File: src/rtl/ariane_pkg.sv
// Shared core types: the renamed scoreboard entry carried between the rename
// and issue/read-operands stages, plus the issue skid-buffer depth.
package ariane_pkg;

  localparam int unsigned ISSUE_BUF_DEPTH = 2;

  typedef enum logic [3:0] {
    FU_NONE,
    FU_LOAD,
    FU_STORE,
    FU_ALU,
    FU_CTRL_FLOW,
    FU_MULT,
    FU_CSR
  } fu_t;

  // Register indices are 6 bits wide: bit 5 is the rename MSB.
  typedef struct packed {
    logic [31:0] pc;
    fu_t         fu;
    logic [6:0]  op;
    logic [5:0]  rs1;
    logic [5:0]  rs2;
    logic [5:0]  rd;
    logic [31:0] result;
    logic        valid;
    logic        use_imm;
  } scoreboard_entry_t;

endpackage

File: src/rtl/issue_skid_buffer.sv
// Small circular FIFO between rename and issue/read-operands. It breaks the
// combinational ready path: acceptance never depends on the downstream ack.
module issue_skid_buffer
  import ariane_pkg::*;
#(
  parameter int unsigned DEPTH = ISSUE_BUF_DEPTH
) (
  input  logic              clk_i,
  input  logic              rst_i,
  input  logic              flush_i,
  input  logic              flush_unissied_instr_i,
  input  scoreboard_entry_t issue_instr_i,
  input  logic              issue_instr_valid_i,
  output logic              issue_ack_o,
  output scoreboard_entry_t issue_instr_o,
  output logic              issue_instr_valid_o,
  input  logic              issue_ack_i,
  output logic              empty_o
);

  localparam int unsigned PTR_W = (DEPTH > 1) ? $clog2(DEPTH) : 1;
  localparam logic [PTR_W:0] FULL_CNT = (PTR_W + 1)'(DEPTH);
  localparam bit DEPTH_OK = (DEPTH >= 2) && ((DEPTH & (DEPTH - 1)) == 0);

  scoreboard_entry_t mem_q [DEPTH];
  logic [PTR_W-1:0]  rd_ptr_q, rd_ptr_d;
  logic [PTR_W-1:0]  wr_ptr_q, wr_ptr_d;
  logic [PTR_W:0]    cnt_q, cnt_d;
  logic              push, pop, flush;

  assign flush = flush_i | flush_unissied_instr_i;

  // Full is judged on the registered count only, so a same-cycle pop never
  // frees a slot for the incoming instruction.
  assign push = issue_instr_valid_i & (cnt_q != FULL_CNT) & ~flush & ~rst_i;
  assign pop  = issue_ack_i & (cnt_q != '0);

  assign issue_ack_o         = push;
  assign issue_instr_valid_o = (cnt_q != '0);
  assign issue_instr_o       = mem_q[rd_ptr_q];
  assign empty_o             = (cnt_q == '0);

  always_comb begin
    rd_ptr_d = rd_ptr_q;
    wr_ptr_d = wr_ptr_q;
    cnt_d    = cnt_q;
    if (flush) begin
      rd_ptr_d = '0;
      wr_ptr_d = '0;
      cnt_d    = '0;
    end else begin
      if (push) wr_ptr_d = wr_ptr_q + PTR_W'(1);
      if (pop)  rd_ptr_d = rd_ptr_q + PTR_W'(1);
      case ({push, pop})
        2'b10:   cnt_d = cnt_q + (PTR_W + 1)'(1);
        2'b01:   cnt_d = cnt_q - (PTR_W + 1)'(1);
        default: cnt_d = cnt_q;
      endcase
    end
  end

  always_ff @(posedge clk_i) begin
    if (rst_i) begin
      rd_ptr_q <= '0;
      wr_ptr_q <= '0;
      cnt_q    <= '0;
    end else begin
      rd_ptr_q <= rd_ptr_d;
      wr_ptr_q <= wr_ptr_d;
      cnt_q    <= cnt_d;
    end
  end

  always_ff @(posedge clk_i) begin
    if (push) mem_q[wr_ptr_q] <= issue_instr_i;
  end

  always_ff @(posedge clk_i) begin
    assert (DEPTH_OK) else $error("issue_skid_buffer: DEPTH must be a power of two >= 2");
  end

endmodule

File: config.mk
export PLATFORM = sky130hd
export DESIGN_NAME = issue_skid_buffer
export DESIGN_NICKNAME = d
export VERILOG_FILES = /design/src/rtl/ariane_pkg.sv /design/src/rtl/issue_skid_buffer.sv
export SDC_FILE = /design/constraint.sdc
export NUM_CORES = 1
export LEC_CHECK = 0
export CORE_ASPECT_RATIO = 1.25
export CORE_MARGIN = 5
export CORE_UTILIZATION = 48
export DETAILED_ROUTE_END_ITERATION = 6
export GPL_TIMING_DRIVEN = 0
export HOLD_SLACK_MARGIN = 0.08
export PLACE_DENSITY = 0.9
export SETUP_SLACK_MARGIN = 0.5
export SYNTH_ARGS = -nofsm -noshare
export SYNTH_HDL_FRONTEND = slang
export SYNTH_SLANG_ARGS = --single-unit
File: constraint.sdc
create_clock -name clk_i -period 7.7 [get_ports clk_i]
set_input_delay 1.155 -clock clk_i [delete_from_list [all_inputs] [get_ports clk_i]]
set_output_delay 1.155 -clock clk_i [all_outputs]
set_load 0.005 [all_outputs]
==> run_results.csv <==
group,metric,value,unit
run_status,status,"completed",
synthesis,synth.area.top_cells,"edfxtp_1 81%, mux2_1 15%, dfxtp_1 1.4%, buf_2 0.78%, or3_1 0.27%",
synthesis,synth.largest_area_cell,"edfxtp_1",
hold_path,hold_path_class,"flop to flop",
sta,fin_crit_sh,54.5,%
cts,cts.sinks,195,
detailed_routing,drc,0,
cells_and_area,layout_common_cells,"198 x clkdlybuf4s50_1, 190 x edfxtp_1, 95 x mux2_1",
global_route,gr-usage-all-layers,16.5,%
power,p_leak,3.34,nW
cts,cts_tree,"done",
hold_path,hold_depth,2,
synthesis,synth_async_sr_flop_share,0,%
critical_path,slowest_delay,0.51,ns
cells_and_area,syn_to_final_growth,41.0,%
critical_path,worstPathRequired,6.55,ns
sta,fin_skew,0.00743,ns
power,power_density,217,mW/mm^2
cells_and_area,drive_above_1_share,9.12,%
flow_run,cap_violations,0,
detailed_routing,first_iter_violations,186,
synthesis,synth_area,0.00708,mm^2
synthesis,synth-seq-cells,195,
critical_path,startpoint_type,"input port",
critical_path,cp-end-kind,"primary output",
critical_path,crit_path_top_delay_cell,"clkdlybuf4s50_1",
detailed_routing,final_antenna_net_count,0,
synthesis,synth_ff_type,"edfxtp_1",
sta,fmax,238,MHz
power,pwr-share-clk,41.2,%
detailed_routing,viasPerCell,5.01,
cts,cts_resized,0,
synthesis,yosys.area.top_type_share,80.6,%
sta,min_period,4.20,ns
cts,post_cts_buffers,0,
cts,htree_levels,4,
synthesis,yosys_warnings,0,
critical_path,path_class,"input port to primary output",
global_route,antenna_found_initial,1,
detailed_routing,dr.pass1.iters,7,
detailed_routing,vias,3694,
sta,whs,0.552,ns
synthesis,synth-edff-count,190,
floorplan,rows,49,
power,power.share.sequential,54.4,%
global_route,grt_pass1_vias,4231,
cells_and_area,post-route-util,69.0,%
critical_path,crit_chain,"clkdlybuf4s50_1 > or3_1 > buf_2 > or3_4 > inv_2 > clkdlybuf4s50_1",
sta,rsz0062_at_grt,"false",
sta,fin_tns_setup,0,ns
power,pwr-share-comb,4.3,%
sta,finalMaxSlewViolations,0,
power,vdd_drop_max,0.000146,V
floorplan,die_h,146,um
sta,worstMarginPinSlew,0.826,ns
cells_and_area,diodes,0,
floorplan,die_w,119,um
cts,cts_buffers,17,
detailed_routing,routedWlPerCell,19.2,um
cells_and_area,nNetsFinal,648,
synthesis,postSynthAreaPerCell,21.8,um^2
place,io_buffers,198,
critical_path,crit_top_cell,"clkdlybuf4s50_1",
sta,slew_headroom,45.0,%
sta,finalHoldViolations,0,
critical_path,ff2ff_path_depth,5,
global_route,grt_pass1_wl,22300,um
power,intPower,0.00176,W
floorplan,core,0.0145,mm^2
critical_path,arrival,3.04,ns
critical_path,path_max_fanout,6,
synthesis,ys_types,21,
cts,clk_pin_slew_worst_paths,0.07,ns
cts,clk_latency,0.41,ns
global_route,grt_max_degree,58,
cells_and_area,layout_commonest_cell,"clkdlybuf4s50_1",
power,swShare,18.8,%
sta,setup_viol,0,
synthesis,synthesis.nets,427,
global_route,overflow,0,
place,place_congestion,0.706,
floorplan,initial_core_util,48.9,%
synthesis,ys_seq_area_share,82.0,%
power,p_sw,0.000406,W
synthesis,synthCells,325,
cts,clockBufferDepth,2,
cts,root_buffer,"clkbuf_16",
floorplan,dieArea,0.0173,mm^2
cts,cts.hold.buffers_added,0,
detailed_routing,wl,14200,um
place,dp_hpwl,10000,um
floorplan,ios,199,
-- per-layer routing --
| layer | GRT usage [%] | up-vias | part of all wire (%) |
|---|---|---|---|
| met2 | 29.9 | 140 | 54 |
| li1 | - | 1730 | - |
| met5 | 0 | - | 0.092 |
| met3 | 5.09 | 15 | 6.2 |
| met4 | 4.93 | 2 | 0.92 |
| met1 | 18.7 | 1807 | 39 |
-- through the flow --
stage | cell area, um^2 | cells | total power [W] | worst slack, ns
after floorplan | 7080 | 325 | 0.00122 | 1.18
after global placement | 9280 | 701 | 0.00129 | -1.16
after detailed placement | 9370 | 705 | 0.00129 | 3.50
after CTS | 9980 | 737 | 0.00218 | 3.49
after global routing | 9980 | 737 | 0.00224 | 3.44
final | 9980 | 737 | 0.00216 | 3.50
-- cell usage after synthesis (2+ instances only) --
library cell  count
buf_2            11
or3_1             3
dfxtp_1           5
edfxtp_1        190
xnor2_1           2
a21oi_1           2
nor2_1            4
mux2_1           95
-- power groups by stage --
| stage | logic (W) | registers [W] | clock network (W) |
|---|---|---|---|
| after floorplan | 0.0000132 | 0.00120 | 0 |
| after global placement | 0.0000871 | 0.00120 | 0 |
| after detailed placement | 0.0000939 | 0.00120 | 0 |
| after CTS | 0.0000946 | 0.00118 | 0.000912 |
| after global routing | 0.0000996 | 0.00118 | 0.000958 |
| final | 0.0000935 | 0.00118 | 0.000892 |
-- final timing paths --
check,from,to,slack [ns]
worst max-delay path,flush_unissied_instr_i,issue_ack_o,3.50
worst max register to register,cnt_q[1],mem_q[1][75],5.37
worst min register to register,rd_ptr_q,rd_ptr_q,0.55
worst min-delay path,rd_ptr_q,rd_ptr_q,0.55
-- final cells by class --
class	instances	area (um^2)
buffer	12	58.8
clock buffer	18	429
clock inverter	14	175
timing repair buffer	202	2060
fill	967	4490
sequential	195	5810
multi-input combinational	115	1210
inverter	3	12.5
tap	178	223
-- critical path: cells and delay by family --
kind,cells,cell delay [ns]
buffers and inverters,4,1.15
AND/OR/NAND/NOR,2,0.74
-- cells by family after synthesis --
kind of cell	share of synthesized area, %
compound gates	0.389
xor+xnor	0.371
fa+ha+maj	0.177
simple gates	0.937
flops	82.0
mux	15.1
buf+inv	1.01
-- registers in the layout, indices dropped and copies added (netlist names), named ones only --
name and cells:
mem_q 190, cnt_q 2, rd_ptr_q 1, wr_ptr_q 1
No activity file was read; power rests on OpenSTA's default activity.
